[src/rtl/melody_pkg.sv]
// Shared types and pitch lookup for the melody sequencer.
package melody_pkg;

    localparam logic [3:0] P_A     = 4'd0;
    localparam logic [3:0] P_DHIGH = 4'd1;
    localparam logic [3:0] P_C     = 4'd2;
    localparam logic [3:0] P_B     = 4'd3;
    localparam logic [3:0] P_G     = 4'd4;
    localparam logic [3:0] P_FIS   = 4'd5;
    localparam logic [3:0] P_E     = 4'd6;
    localparam logic [3:0] P_D     = 4'd7;
    localparam logic [3:0] P_REST  = 4'd15;

    typedef enum logic [1:0] {IDLE, LOAD, PLAY} state_t;

    // Sine clkgen max value per pitch code; rests and unknown codes give all ones.
    function automatic logic [7:0] pitch_to_div(input logic [3:0] code);
        case (code)
            P_A:     pitch_to_div = 8'd18;
            P_DHIGH: pitch_to_div = 8'd13;
            P_C:     pitch_to_div = 8'd15;
            P_B:     pitch_to_div = 8'd16;
            P_G:     pitch_to_div = 8'd20;
            P_FIS:   pitch_to_div = 8'd21;
            P_E:     pitch_to_div = 8'd24;
            P_D:     pitch_to_div = 8'd27;
            P_REST:  pitch_to_div = 8'hFF;
            default: pitch_to_div = 8'hFF;
        endcase
    endfunction

endpackage

[src/rtl/melody_seq_tick_gen.sv]
// Duration-tick prescaler: one-cycle tick every TICK_DIV clocks after a clear.
module tick_gen #(
    parameter int unsigned TICK_DIV = 125
) (
    input  logic clk,
    input  logic reset,
    input  logic clr,
    output logic tick
);

    localparam int unsigned CW = (TICK_DIV > 1) ? $clog2(TICK_DIV) : 1;

    logic [CW-1:0] cnt;

    // Tick is registered one count early so it lines up with cnt == TICK_DIV-1.
    always_ff @(posedge clk) begin
        if (reset || clr) begin
            cnt  <= '0;
            tick <= 1'b0;
        end else begin
            cnt  <= (cnt == CW'(TICK_DIV - 1)) ? '0 : cnt + CW'(1);
            tick <= (cnt == CW'(TICK_DIV - 2));
        end
    end

endmodule

[src/rtl/melody_seq.sv]
// Programmable melody sequencer: plays a run-time written note table to the sine divider and DAC gate.
module melody_seq
    import melody_pkg::*;
#(
    parameter int unsigned DEPTH    = 32,
    parameter int unsigned PITCH_W  = 4,
    parameter int unsigned DUR_W    = 13,
    parameter int unsigned DIV_W    = 5,
    parameter int unsigned TICK_DIV = 125,
    parameter int unsigned AW       = $clog2(DEPTH)
) (
    input  logic               clk,
    input  logic               reset,
    input  logic               wr_en,
    input  logic [AW-1:0]      wr_addr,
    input  logic [PITCH_W-1:0] wr_pitch,
    input  logic [DUR_W-1:0]   wr_dur,
    input  logic [AW:0]        len,
    input  logic               loop,
    input  logic               start,
    input  logic               stop,
    output logic [DIV_W-1:0]   div_o,
    output logic               gate_o,
    output logic               busy_o,
    output logic [AW-1:0]      note_idx_o,
    output logic               new_note_o,
    output logic               done_o
);

    localparam int unsigned LW = AW + 1;

    logic [PITCH_W-1:0] pitch_mem [DEPTH];
    logic [DUR_W-1:0]   dur_mem   [DEPTH];

    state_t             state;
    logic [AW-1:0]      idx;
    logic [LW-1:0]      len_q;
    logic               loop_q;
    logic [DUR_W-1:0]   dur_q;
    logic [DUR_W-1:0]   tick_cnt;
    logic               tick;
    logic               tick_clr;

    logic [PITCH_W-1:0] rd_pitch;
    logic [DUR_W-1:0]   rd_dur;
    logic               rd_rest;
    logic [DIV_W-1:0]   rd_div;
    logic [DUR_W-1:0]   last_cnt;
    logic               last_note;

    always_ff @(posedge clk) begin
        if (wr_en) begin
            pitch_mem[wr_addr] <= wr_pitch;
            dur_mem[wr_addr]   <= wr_dur;
        end
    end

    assign rd_pitch  = pitch_mem[idx];
    assign rd_dur    = dur_mem[idx];
    assign rd_rest   = (32'(rd_pitch) >= 32'd8);
    assign rd_div    = rd_rest ? '1 : DIV_W'(pitch_to_div(4'(rd_pitch)));
    // Zero duration plays as one tick.
    assign last_cnt  = (dur_q == '0) ? '0 : dur_q - DUR_W'(1);
    assign last_note = (LW'(idx) + LW'(1) >= len_q);
    assign tick_clr  = (state == LOAD);

    tick_gen #(.TICK_DIV(TICK_DIV)) u_tick_gen (
        .clk   (clk),
        .reset (reset),
        .clr   (tick_clr),
        .tick  (tick)
    );

    always_ff @(posedge clk) begin
        if (reset) begin
            state      <= IDLE;
            idx        <= '0;
            len_q      <= '0;
            loop_q     <= 1'b0;
            dur_q      <= '0;
            tick_cnt   <= '0;
            div_o      <= '1;
            gate_o     <= 1'b0;
            busy_o     <= 1'b0;
            note_idx_o <= '0;
            new_note_o <= 1'b0;
            done_o     <= 1'b0;
        end else begin
            new_note_o <= 1'b0;
            done_o     <= 1'b0;
            // Stop aborts from any state and beats a simultaneous start.
            if (stop) begin
                state      <= IDLE;
                div_o      <= '1;
                gate_o     <= 1'b0;
                busy_o     <= 1'b0;
                note_idx_o <= '0;
            end else begin
                case (state)
                    IDLE: begin
                        div_o      <= '1;
                        gate_o     <= 1'b0;
                        busy_o     <= 1'b0;
                        note_idx_o <= '0;
                        if (start && len != '0) begin
                            state  <= LOAD;
                            idx    <= '0;
                            len_q  <= len;
                            loop_q <= loop;
                            busy_o <= 1'b1;
                        end
                    end
                    LOAD: begin
                        dur_q      <= rd_dur;
                        tick_cnt   <= '0;
                        div_o      <= rd_div;
                        gate_o     <= ~rd_rest;
                        note_idx_o <= idx;
                        new_note_o <= 1'b1;
                        state      <= PLAY;
                    end
                    PLAY: begin
                        if (tick) begin
                            if (tick_cnt == last_cnt) begin
                                gate_o <= 1'b0;
                                if (!last_note) begin
                                    idx   <= idx + AW'(1);
                                    state <= LOAD;
                                end else if (loop_q) begin
                                    idx   <= '0;
                                    state <= LOAD;
                                end else begin
                                    state      <= IDLE;
                                    done_o     <= 1'b1;
                                    busy_o     <= 1'b0;
                                    div_o      <= '1;
                                    note_idx_o <= '0;
                                end
                            end else begin
                                tick_cnt <= tick_cnt + DUR_W'(1);
                            end
                        end
                    end
                    default: state <= IDLE;
                endcase
            end
        end
    end

endmodule

[config.mk]
export PLATFORM = sky130hd
export DESIGN_NAME = melody_seq
export DESIGN_NICKNAME = d
export VERILOG_FILES = /design/src/rtl/melody_pkg.sv /design/src/rtl/melody_seq_tick_gen.sv /design/src/rtl/melody_seq.sv
export SDC_FILE = /design/constraint.sdc
export NUM_CORES = 1
export LEC_CHECK = 0
export BUFFER_PORTS_ARGS = -buffer_cell sky130_fd_sc_hd__buf_2
export CORE_MARGIN = 1
export CORE_UTILIZATION = 45
export DETAILED_ROUTE_END_ITERATION = 8
export GPL_TIMING_DRIVEN = 0
export PLACE_DENSITY = 0.6
export SETUP_SLACK_MARGIN = 0.15
export SLEW_MARGIN = 20
export SYNTH_ARGS = -nofsm -noshare
export SYNTH_HDL_FRONTEND = slang
export SYNTH_HIERARCHICAL = 1
export SYNTH_SLANG_ARGS = --single-unit
[constraint.sdc]
create_clock -name clk -period 4.5 [get_ports clk]
set_clock_uncertainty 0.2 [all_clocks]
set_input_delay 0.9 -clock clk [delete_from_list [all_inputs] [get_ports clk]]
set_output_delay 0.9 -clock clk [all_outputs]
set_load 0.02 [all_outputs]
# [Word level (Yosys, flattened, before mapping)]
# Memories as Yosys holds them, arrays and structs flattened. A register that Yosys moved wholly into a read port is not among the register bits.
# Index checks and enable logic that the tools add are counted.
[classes] add_sub_neg=5 n_lt_le_gt_ge=2 n_eq_ne=12 n_mux=42 n_bitwise=6 n_reduce_logical=19
[ops] cell="$mux 5" count=16
[ops] cell="$mux 13" count=3
[ops] cell="$pmux 5 s3" count=2
[ops] cell="$pmux 13 s2" count=1
[ops] cell="$eq 7x7->1 const B" count=2
[ops] cell="$add 13x1->13 const B" count=1
[ops] cell="$eq 13x13->1" count=1
[ops] cell="$logic_not 13->1" count=1
[ops] cell="$mux 1" count=13
[ops] cell="$sub 13x1->13 const B" count=1
[ops] cell="$ne 2x2->1 const B" count=5
[ops] cell="$pmux 5 s2" count=1
[ops] cell="$reduce_and 5->1" count=2
[ops] cell="$reduce_and 3->1" count=3
[ops] cell="$add 7x1->7 const B" count=1
[ops] cell="$add 5x1->6 const B" count=1
[ops] cell="$ge 6x6->1" count=1
[ops] cell="$mux 2" count=3
[ops] cell="$not 1->1" count=6
[ops] cell="$pmux 2 s3" count=1
[ops] cell="$reduce_and 6->1" count=1
[ops] cell="$reduce_bool 6->1" count=1
[ops] cell="$reduce_or 6->1" count=1
[ops] cell="$add 5x1->5 const B" count=1
[ops] cell="other kinds (15)" count=17
[totals] ff_bits=49 mem_bits_rw=544 mem_bits_ro=128 input_bits=34 out_inout_bits=14 wordCells=102 mem_count=3
[mem_list] memory="dur_mem" words=32 width=13 read_ports=1 rd_clocked_by_memory_dff=1 write_ports=1 line_no="melody_seq.sv:33" source="logic [DUR_W-1:0] dur_mem [DEPTH];"
[mem_list] memory="(name not given)" words=16 width=8 read_ports=1 rd_clocked_by_memory_dff=0 write_ports=0 line_no="melody_pkg.sv:18" source="case (code)"
[mem_list] memory="pitch_mem" words=32 width=4 read_ports=1 rd_clocked_by_memory_dff=1 write_ports=1 line_no="melody_seq.sv:32" source="logic [PITCH_W-1:0] pitch_mem [DEPTH];"

# [Depth between registers and ports, before layout]
# Gate-level depths: netlist of the first run.
[logic_depth] depth_word=8 depth_mapped=13 mapped_depth_nobuf=10

# [Modules after synthesis]
# The synthesis of the first run kept the hierarchy.
[by_module_without_submodules] module="melody_seq" instances=1 cells_each=1229 area_per_inst_um2=24099.4
[by_module_without_submodules] module="tick_gen" instances=1 cells_each=39 area_per_inst_um2=337.8

# [Least setup slack after synthesis of the first run]
# Ideal clock, no wire load.
[synth_timing] path_kind="reg2reg" from="reg with a tool-made name" to="reg div_o[3]" setup_ns=0.152 t_arrival_ns=3.401 required_time_ns=4.148 path_slack_ns=0.748 path_stages_with_launch=10 n_path_buf=3 synth_period_minus_slack_ns=3.752 path_cell_list="dfxtp_1 clkbuf_1 buf_1 buf_1 mux4_2 mux4_2 mux2i_1 ha_1 o21ai_0 a22oi_1"
[synth_rtl] item="end signal: assignment" line_no="melody_seq.sv:116" source="div_o <= rd_div;"
[synth_rtl] item="end: declaration" line_no="melody_seq.sv:22" source="output logic [DIV_W-1:0] div_o,"

# [Worst setup path after layout of the first run]
[layout_timing] from="reg idx[4]" to="reg idx[4]"
[layout_via] elab_chain_len=6 elab_cells_between_ends=9
[layout_rtl] item="start: declaration" line_no="melody_seq.sv:36" source="logic [AW-1:0] idx;"
[layout_rtl] item="start signal: assignment" line_no="melody_seq.sv:127" source="idx <= idx + AW'(1);"
[layout_rtl] item="$add 5x1->6" line_no="melody_seq.sv:64" source="assign last_note = (LW'(idx) + LW'(1) >= len_q);"
[layout_rtl] item="$ge 6x6->1" line_no="melody_seq.sv:64"
[layout_rtl] item="$mux 5" line_no="melody_seq.sv:126" source="if (!last_note) begin"
[layout_rtl] item="$mux 5" line_no="melody_seq.sv:124" source="if (tick_cnt == last_cnt) begin"
[layout_rtl] item="$mux 5" line_no="melody_seq.sv:123" source="if (tick) begin"
[layout_rtl] item="$pmux 5 s2" line_no="melody_seq.sv:99" source="case (state)"
# Several ways; a longest one is shown, not always the timed one. The select of a mux whose other input is x is not followed.
# A chain may end at the register's enable or synchronous reset.

==> results.cfg, run 1 <==
[routing]
detailed_routing_iteration_count_for_the_pre_antenna_repair_pass = 5
routed_wire_length_per_instance_um = 26.0
route.detailed.drc = 0
drt_first_iter_violations = 1272
detailroute.via_count = 12700
drt_wl_total_mm = 55.8
routed_via_density = 5.89
detail-route-antenna-nets = 0

[power_and_ir_drop]
power_density_mw_per_mm2 = 401
p_leak_nw = 8.79
report.power.total_mw = 11.4
max-vdd-ir-drop_uv = 329

[synth]
yosys-top-cells-count = sky130_fd_sc_hd__edfxtp_1, sky130_fd_sc_hd__mux4_2, sky130_fd_sc_hd__nor2_1
ys_types = 64
synth_top_cell_by_area = sky130_fd_sc_hd__edfxtp_1
dominantRegCellSynth = sky130_fd_sc_hd__edfxtp_1
number_of_enable_type_register_cells_in_the_synthesized_netlist = 544
synth.ff_latch_count = 611
yosys_warnings = 6
syn-mean-instance-area_um2 = 19.3
synthArstFlopShare_pct = 0
synthesis.instances = 1268
synthTopCellsByArea = sky130_fd_sc_hd__edfxtp_1, sky130_fd_sc_hd__mux4_2, sky130_fd_sc_hd__dfxtp_1
synth.most_common_cell = sky130_fd_sc_hd__edfxtp_1
synth-seq-area-share_pct = 72.3
synth_nets = 1315
mappedNetlistArea_mm2 = 0.0244
yosys.area.top_type_share_pct = 66.8

[sta]
clock.fmax_ghz = 0.242
finalSetupViolCount = 0
fin_crit_ns = 4.13
maxSlewHeadroom_pct = 27.4
hold_viol_final = 0
grt_setup_unrepaired = no
maxSlewViolCount = 0
period_share_pct = 91.8
worst_pin_slew_ns = 1.09
totalNegativeSetupSlack_ns = 0

[clock_network]
cts.path.max_buffers = 3
htreeDepth = 2
clkSinkCount = 611
clockRootBuffer = sky130_fd_sc_hd__clkbuf_16
clock_insertion_delay_worst_skew_ns = 0.63
tritoncts = yes
cts_buffers = 60
clk_pin_slew_worst_paths_ns = 0.06

[cells_and_area]
final_nets = 1452
number_of_diodes = 0
post_layout_cell_count = 2147
final_design_area_no_fill_mm2 = 0.0284
post_route_cells_drive_above_1_share_pct = 27.5
areaGrowthSynthToFinish_pct = 16.1
final_core_util_pct = 52.8

[floorplan]
num_io_pins = 48
core_area_mm2 = 0.0537
num_rows = 85
dieWidth_um = 235
floorplan.initialDensity_pct = 45.5
fp.dieArea_mm2 = 0.0552
die_span_y_um = 235

[placed_design]
port_buffers = 47
routability_cong = 0.796
dpl.cell_count = 2035
dpl-instance-area_mm2 = 0.0264
detailedPlacementHpwl_mm = 37.3

[global_routing]
antenna_found_initial = 3
grt_pass1_vias = 12500
grt_first_pass_wirelength_mm = 82.4
global_route_congestion_overflow_total = 0
maximum_number_of_pins_on_one_net_before_global_route_repair = 33
grt_util_overall_pct = 20.5

[critical_path]
worstSetupStartpointType = register
worstSetupEndpointType = register
critPathRequiredTime_ns = 4.84
critical_path.reg2reg.endpoint = idx[4]
crit_path_cell_trace = clkbuf_1, clkbuf_1, nand2_1, nor2_1, ha_1, a21o_1, a31oi_2, o211ai_1, a21o_1, or4b_4, a21oi_1
worst_r2r_path_depth = 11
critical_path_class = register to register
rrSetupSlack_ns = 0.37
worst_path_max_delay_cell = sky130_fd_sc_hd__clkbuf_1
timing.critical_path.arrival_ns = 4.47
worstReg2RegStart = idx[4]
crit_fanout = 10
cpPeakStageDelay_ns = 0.74

[hold_path]
holdCritPathClass = register to register
min_to = u_tick_gen/cnt[0]
hold_path_origin = u_tick_gen/cnt[0]
hold_depth = 1

[status]
run_status = complete, no violations

[run]
max_cap_viol_count = 0
==> layer usage <==
metal  vias up  share of wire, %  track usage, %
met5         -                 0               0
met4         0               2.2            5.64
met3        82               5.8            2.85
met2       387                47            32.2
met1      6665                44            30.3
li1       5517                 -               -
==> kinds of logic after synthesis <==
| logic type | after synthesis | share of synthesized area, % |
|---|---|---|
| buf+inv | 91 | 1.49 |
| xor+xnor | 14 | 0.502 |
| simple gates | 219 | 4.75 |
| flops | 611 | 72.3 |
| mux | 199 | 16.9 |
| fa+ha+maj | 13 | 0.666 |
| compound gates | 121 | 3.39 |
==> state kept, by name, summed over array words and instances, names as in the netlist, 6 cells and up, named ones only <==
| register | cells |
|---|---|
| dur_mem | 416 |
| dur_q | 13 |
| len_q | 6 |
| pitch_mem | 128 |
| tick_cnt | 13 |
| u_tick_gen/cnt | 7 |
==> placed cells by master (no fill, tap or decap), types with 7 or more instances in the layout <==
cell type                   instances
sky130_fd_sc_hd__inv_1             25
sky130_fd_sc_hd__nor2_1            45
sky130_fd_sc_hd__clkbuf_16         60
sky130_fd_sc_hd__nand3_1           16
sky130_fd_sc_hd__dfxtp_1           67
sky130_fd_sc_hd__buf_16            21
sky130_fd_sc_hd__o21ai_0           26
sky130_fd_sc_hd__nor3_1            11
sky130_fd_sc_hd__ha_1              13
sky130_fd_sc_hd__buf_2             55
sky130_fd_sc_hd__buf_1              9
sky130_fd_sc_hd__clkinv_2           7
sky130_fd_sc_hd__a21oi_1           26
sky130_fd_sc_hd__nor2_4            32
sky130_fd_sc_hd__mux4_2           170
sky130_fd_sc_hd__clkinv_1          17
sky130_fd_sc_hd__edfxtp_1         544
sky130_fd_sc_hd__clkbuf_1          49
sky130_fd_sc_hd__nand2b_1           7
sky130_fd_sc_hd__nand2_1           39
sky130_fd_sc_hd__or3_1              9
sky130_fd_sc_hd__xnor2_1            8
sky130_fd_sc_hd__mux2i_1           28
sky130_fd_sc_hd__o31ai_1           10
==> final cells by class <==
class | count | area, um^2
Sequential cell | 611 | 17700
Timing Repair Buffer | 75 | 915
Clock buffer | 73 | 1550
Inverter | 26 | 97.6
Fill cell | 4264 | 25300
Clock inverter | 35 | 299
Multi-Input combinational cell | 566 | 6650
Buffer | 65 | 303
Tap cell | 696 | 871
==> how the worst max path moves through the flow <==
stage	from	cells after the start	end	slack [ns]
after floorplan	register	9	div_o[3]	0.75
after global placement	idx[1]	13	register	-0.36
after detailed placement	idx[1]	13	register	-0.35
after CTS	idx[1]	13	register	0.18
after global routing	register	9	div_o[3]	0.17
final	idx[4]	11	idx[4]	0.37
==> power breakdown <==
part	leakage, nW	internal [mW]	switching, mW
Clock	0.895	2.67	2.09
Sequential	5.44	6.24	0.0208
Combinational	2.45	0.113	0.231
Total	8.79	9.02	2.34
==> worst max-delay path, delay by kind of cell, from the launching register on <==
family	cells	cell delay, ns
buffers and inverters	2	1.41
adders and majority gates	1	0.26
and+or+nand+nor	3	0.80
DFF	1	0.30
AOI/OAI and AO/OA	5	1.09
==> timing repair <==
item / CTS / global route
pin swaps: 0 / 2
gates resized for setup: 10 / 6
hold buffers: 0 / 0
setup buffers: 0 / 2
gates cloned: 0 / 0
endpoints found under the setup margin: 21 / 18
==> metrics by stage <==
stage	hold WS, ns	setup slack, ns
final	0.287	0.370
after detailed placement	0.278	-0.347
after global routing	0.307	0.173
after global placement	0.264	-0.358
after CTS	0.290	0.183
after floorplan	0.241	0.748
Note: power is estimated with default switching activity, not from simulation.
==> run 2, diff against run 1 <==
--- a/config.mk
+++ b/config.mk
@@ -17,3 +17,2 @@
 export SYNTH_HDL_FRONTEND = slang
-export SYNTH_HIERARCHICAL = 1
 export SYNTH_SLANG_ARGS = --single-unit
==> constraint.sdc (replaced) <==
create_clock -name clk -period 4.5 [get_ports clk]
set_clock_uncertainty 0.2 [all_clocks]
set_input_delay 0.225 -clock clk [delete_from_list [all_inputs] [get_ports clk]]
set_output_delay 0.225 -clock clk [all_outputs]
set_load 0.02 [all_outputs]
==> run 2 against run 1 <==
  * Via count down 3.2%
  * Maximum frequency up 0.52%
  * Synthesized cell count down 2.2%
  * Final cell count down 0.98%
  * Critical path depth up 1
  * First-iteration DRC count down 4.6%
  * Highest routed layer unchanged
  * Critical endpoint is now note_idx_o[0]
  * Routed wire length down 3.1%
  * Count of clock-buffer cells in the layout down 4
  * Register-to-register slack better by 0.02 ns
  * Combinational power about the same
  * Power up 3.9%
==> results.cfg, run 2 <==
[status]
run_status = complete, no violations

[synth]
synth.most_common_cell = sky130_fd_sc_hd__edfxtp_1
post_synth_and_or_nand_nor_area_fraction_pct = 4.56
synth_nets = 1287
synth-seq-area-share_pct = 72.8
combinational_family_with_the_most_area_after_synthesis = multiplexers
yosys.area.top_type_share_pct = 67.3
dominantRegCellSynth = sky130_fd_sc_hd__edfxtp_1
post_synth_mux_area_share_pct = 16.9
ys_types = 73
number_of_enable_type_register_cells_in_the_synthesized_netlist = 544
synthTopCellsByArea = sky130_fd_sc_hd__edfxtp_1, sky130_fd_sc_hd__mux4_2, sky130_fd_sc_hd__dfxtp_1
syn-mean-instance-area_um2 = 19.6
synth_xor_xnor_area_share_pct = 0.505
synth_area_in_compound_gates_pct = 3.14
yosys_warnings = 0
mappedNetlistArea_mm2 = 0.0243
synthesis.instances = 1240
yosys-top-cells-count = sky130_fd_sc_hd__edfxtp_1, sky130_fd_sc_hd__mux4_2, sky130_fd_sc_hd__dfxtp_1
synth_adder_area_share_pct = 0.670
synth_top_cell_by_area = sky130_fd_sc_hd__edfxtp_1
synthArstFlopShare_pct = 0
synth.ff_latch_count = 611

[critical_path]
worstSetupEndpointType = register
crit_fanout = 10
worstReg2RegStart = dur_q[0]
rrSetupSlack_ns = 0.39
worst_r2r_path_depth = 12
critPathRequiredTime_ns = 4.79
critical_path_class = register to register
timing.critical_path.arrival_ns = 4.40
critical_path.reg2reg.endpoint = note_idx_o[0]
worstSetupStartpointType = register

[cells_and_area]
most-common-layout-cells = sky130_fd_sc_hd__edfxtp_1, sky130_fd_sc_hd__mux4_2, sky130_fd_sc_hd__dfxtp_1, sky130_fd_sc_hd__clkbuf_16, sky130_fd_sc_hd__buf_2
fill_cells = 4198
final_design_area_no_fill_mm2 = 0.0280
regMostFlops = dur_mem
final_common_cell = sky130_fd_sc_hd__edfxtp_1
areaGrowthSynthToFinish_pct = 15.5
largest_register_ff_count = 416
reg_top3 = dur_mem (416), pitch_mem (128)
post_route_cells_drive_above_1_share_pct = 27.6
post_layout_cell_count = 2126
final_nets = 1432

[global_routing]
antenna_found_initial = 0
global_route_congestion_overflow_total = 0
grt_first_pass_wirelength_mm = 79.8
grt_util_overall_pct = 20.2
grt_pass1_vias = 12300
maximum_number_of_pins_on_one_net_before_global_route_repair = 33

[floorplan]
num_rows = 84
dieWidth_um = 234
die_span_y_um = 234
floorplan.initialDensity_pct = 45.9
core_area_mm2 = 0.0530
fp.dieArea_mm2 = 0.0549
num_io_pins = 48

[power_and_ir_drop]
report.power.total_mw = 11.8
max-vdd-ir-drop_uv = 329
power_density_mw_per_mm2 = 421
p_leak_nw = 8.64

[routing]
routed_wire_length_per_instance_um = 25.5
detailroute.via_count = 12200
drt_wl_total_mm = 54.1
route.detailed.drc = 0
routed_via_density = 5.76
detail-route-antenna-nets = 0
drt_first_iter_violations = 1214
detailed_routing_iteration_count_for_the_pre_antenna_repair_pass = 5

[clock_network]
clock_insertion_delay_worst_skew_ns = 0.63
clockRootBuffer = sky130_fd_sc_hd__clkbuf_16
cts_buffers = 61
clk_pin_slew_worst_paths_ns = 0.06
cts.path.max_buffers = 3
clkSinkCount = 611
htreeDepth = 2
tritoncts = yes

[placed_design]
detailedPlacementHpwl_mm = 34.3
routability_cong = 0.852
dpl-instance-area_mm2 = 0.0257
dpl.cell_count = 1983
port_buffers = 46

[hold_path]
holdCritPathClass = input port to register
hold_depth = 3
hold_path_origin = wr_addr[2]
min_to = pitch_mem[23][2]

[sta]
finalSetupViolCount = 0
worst_pin_slew_ns = 0.981
clock.fmax_ghz = 0.243
maxSlewViolCount = 0
fin_crit_ns = 4.11
hold_viol_final = 0
maxSlewHeadroom_pct = 34.6
grt_setup_unrepaired = yes
period_share_pct = 91.3

[run]
max_cap_viol_count = 0
==> run 2: layout make-up <==
class / instances / area, um^2 / share of cell area [%]
inverters: 24 / 90.1 / 0.321
flip-flops and latches: 611 / 17700 / 63.0
clock inverters: 46 / 482 / 1.72
diodes: 1 / 2.50 / 0.00892
well taps: 688 / 861 / 3.07
multi-input cells: 541 / 6460 / 23.0
plain buffers: 63 / 282 / 1.00
repair buffers: 83 / 613 / 2.19
clock buffers: 69 / 1580 / 5.62
==> run 2: report_power, final <==
| group | switching, mW | internal, mW |
|---|---|---|
| Sequential | 0.0196 | 6.24 |
| Clock | 2.18 | 3.03 |
| Combinational | 0.225 | 0.115 |
| Total | 2.43 | 9.39 |
==> run 2: how the worst max path moves through the flow <==
stage              from  cells past startpoint  slack, ns            end
6_report       dur_q[0]                     12       0.39  note_idx_o[0]
3_5_place_dp     idx[1]                     14      -0.84       register
5_1_grt        dur_q[0]                     12       0.14   tick_cnt[11]
3_3_place_gp     idx[1]                     14      -0.80       register
4_1_cts          idx[0]                      7       0.18       dur_q[0]
2_1_floorplan    idx[1]                     14       0.68       register
==> run 2: critical path, stage by stage (launching register included) <==
cell and delay [ns]:
sky130_fd_sc_hd__dfxtp_1 0.35, sky130_fd_sc_hd__inv_1 0.10, sky130_fd_sc_hd__ha_1 0.24, sky130_fd_sc_hd__or3b_1 0.36, sky130_fd_sc_hd__clkbuf_1 0.18, sky130_fd_sc_hd__nor4b_1 0.34
sky130_fd_sc_hd__mux2_2 0.42, sky130_fd_sc_hd__a21o_1 0.16, sky130_fd_sc_hd__nor4b_1 0.31, sky130_fd_sc_hd__or4b_1 0.46, sky130_fd_sc_hd__buf_2 0.19, sky130_fd_sc_hd__o311ai_4 0.49
sky130_fd_sc_hd__o21ai_0 0.17
==> run 2: timing repair <==
| item | CTS | global route |
|---|---|---|
| cloned | 0 | 0 |
| resized for setup | 7 | 7 |
| hold buffers | 27 | 0 |
| hold endpoints to repair | 541 | 0 |
| setup buffers | 0 | 0 |
| endpoints found under the setup margin | 26 | 25 |
==> run 2: logic make-up (layout without fill, tap and decap cells) <==
family,Yosys count,after routing
other,0,1
buffers and inverters,88,285
muxes,197,197
xor gates and xnor gates,14,14
DFF,611,611
and+or+nand+nor,211,211
AOI/OAI and AO/OA,106,106
adders and majority gates,13,13
==> run 2: per-stage QoR <==
stage	setup slack, ns	util (%)	hold slack (ns)	setup TNS, ns
after floorplan	0.678	-	0.124	0
after global placement	-0.801	47.9	0.250	-12.82
after detailed placement	-0.839	48.5	0.254	-14.41
after CTS	0.177	52.9	0.0690	0
after global routing	0.139	52.9	0.144	0
final	0.391	53.0	0.119	0
==> run 2: metal layers <==
layer	global-route usage [%]	routed length, um	vias to the layer above
met5	0	0	-
met4	4.84	845	0
met2	32.6	26300	318
li1	-	-	5422
met3	2.87	2650	69
met1	29.2	24300	6432
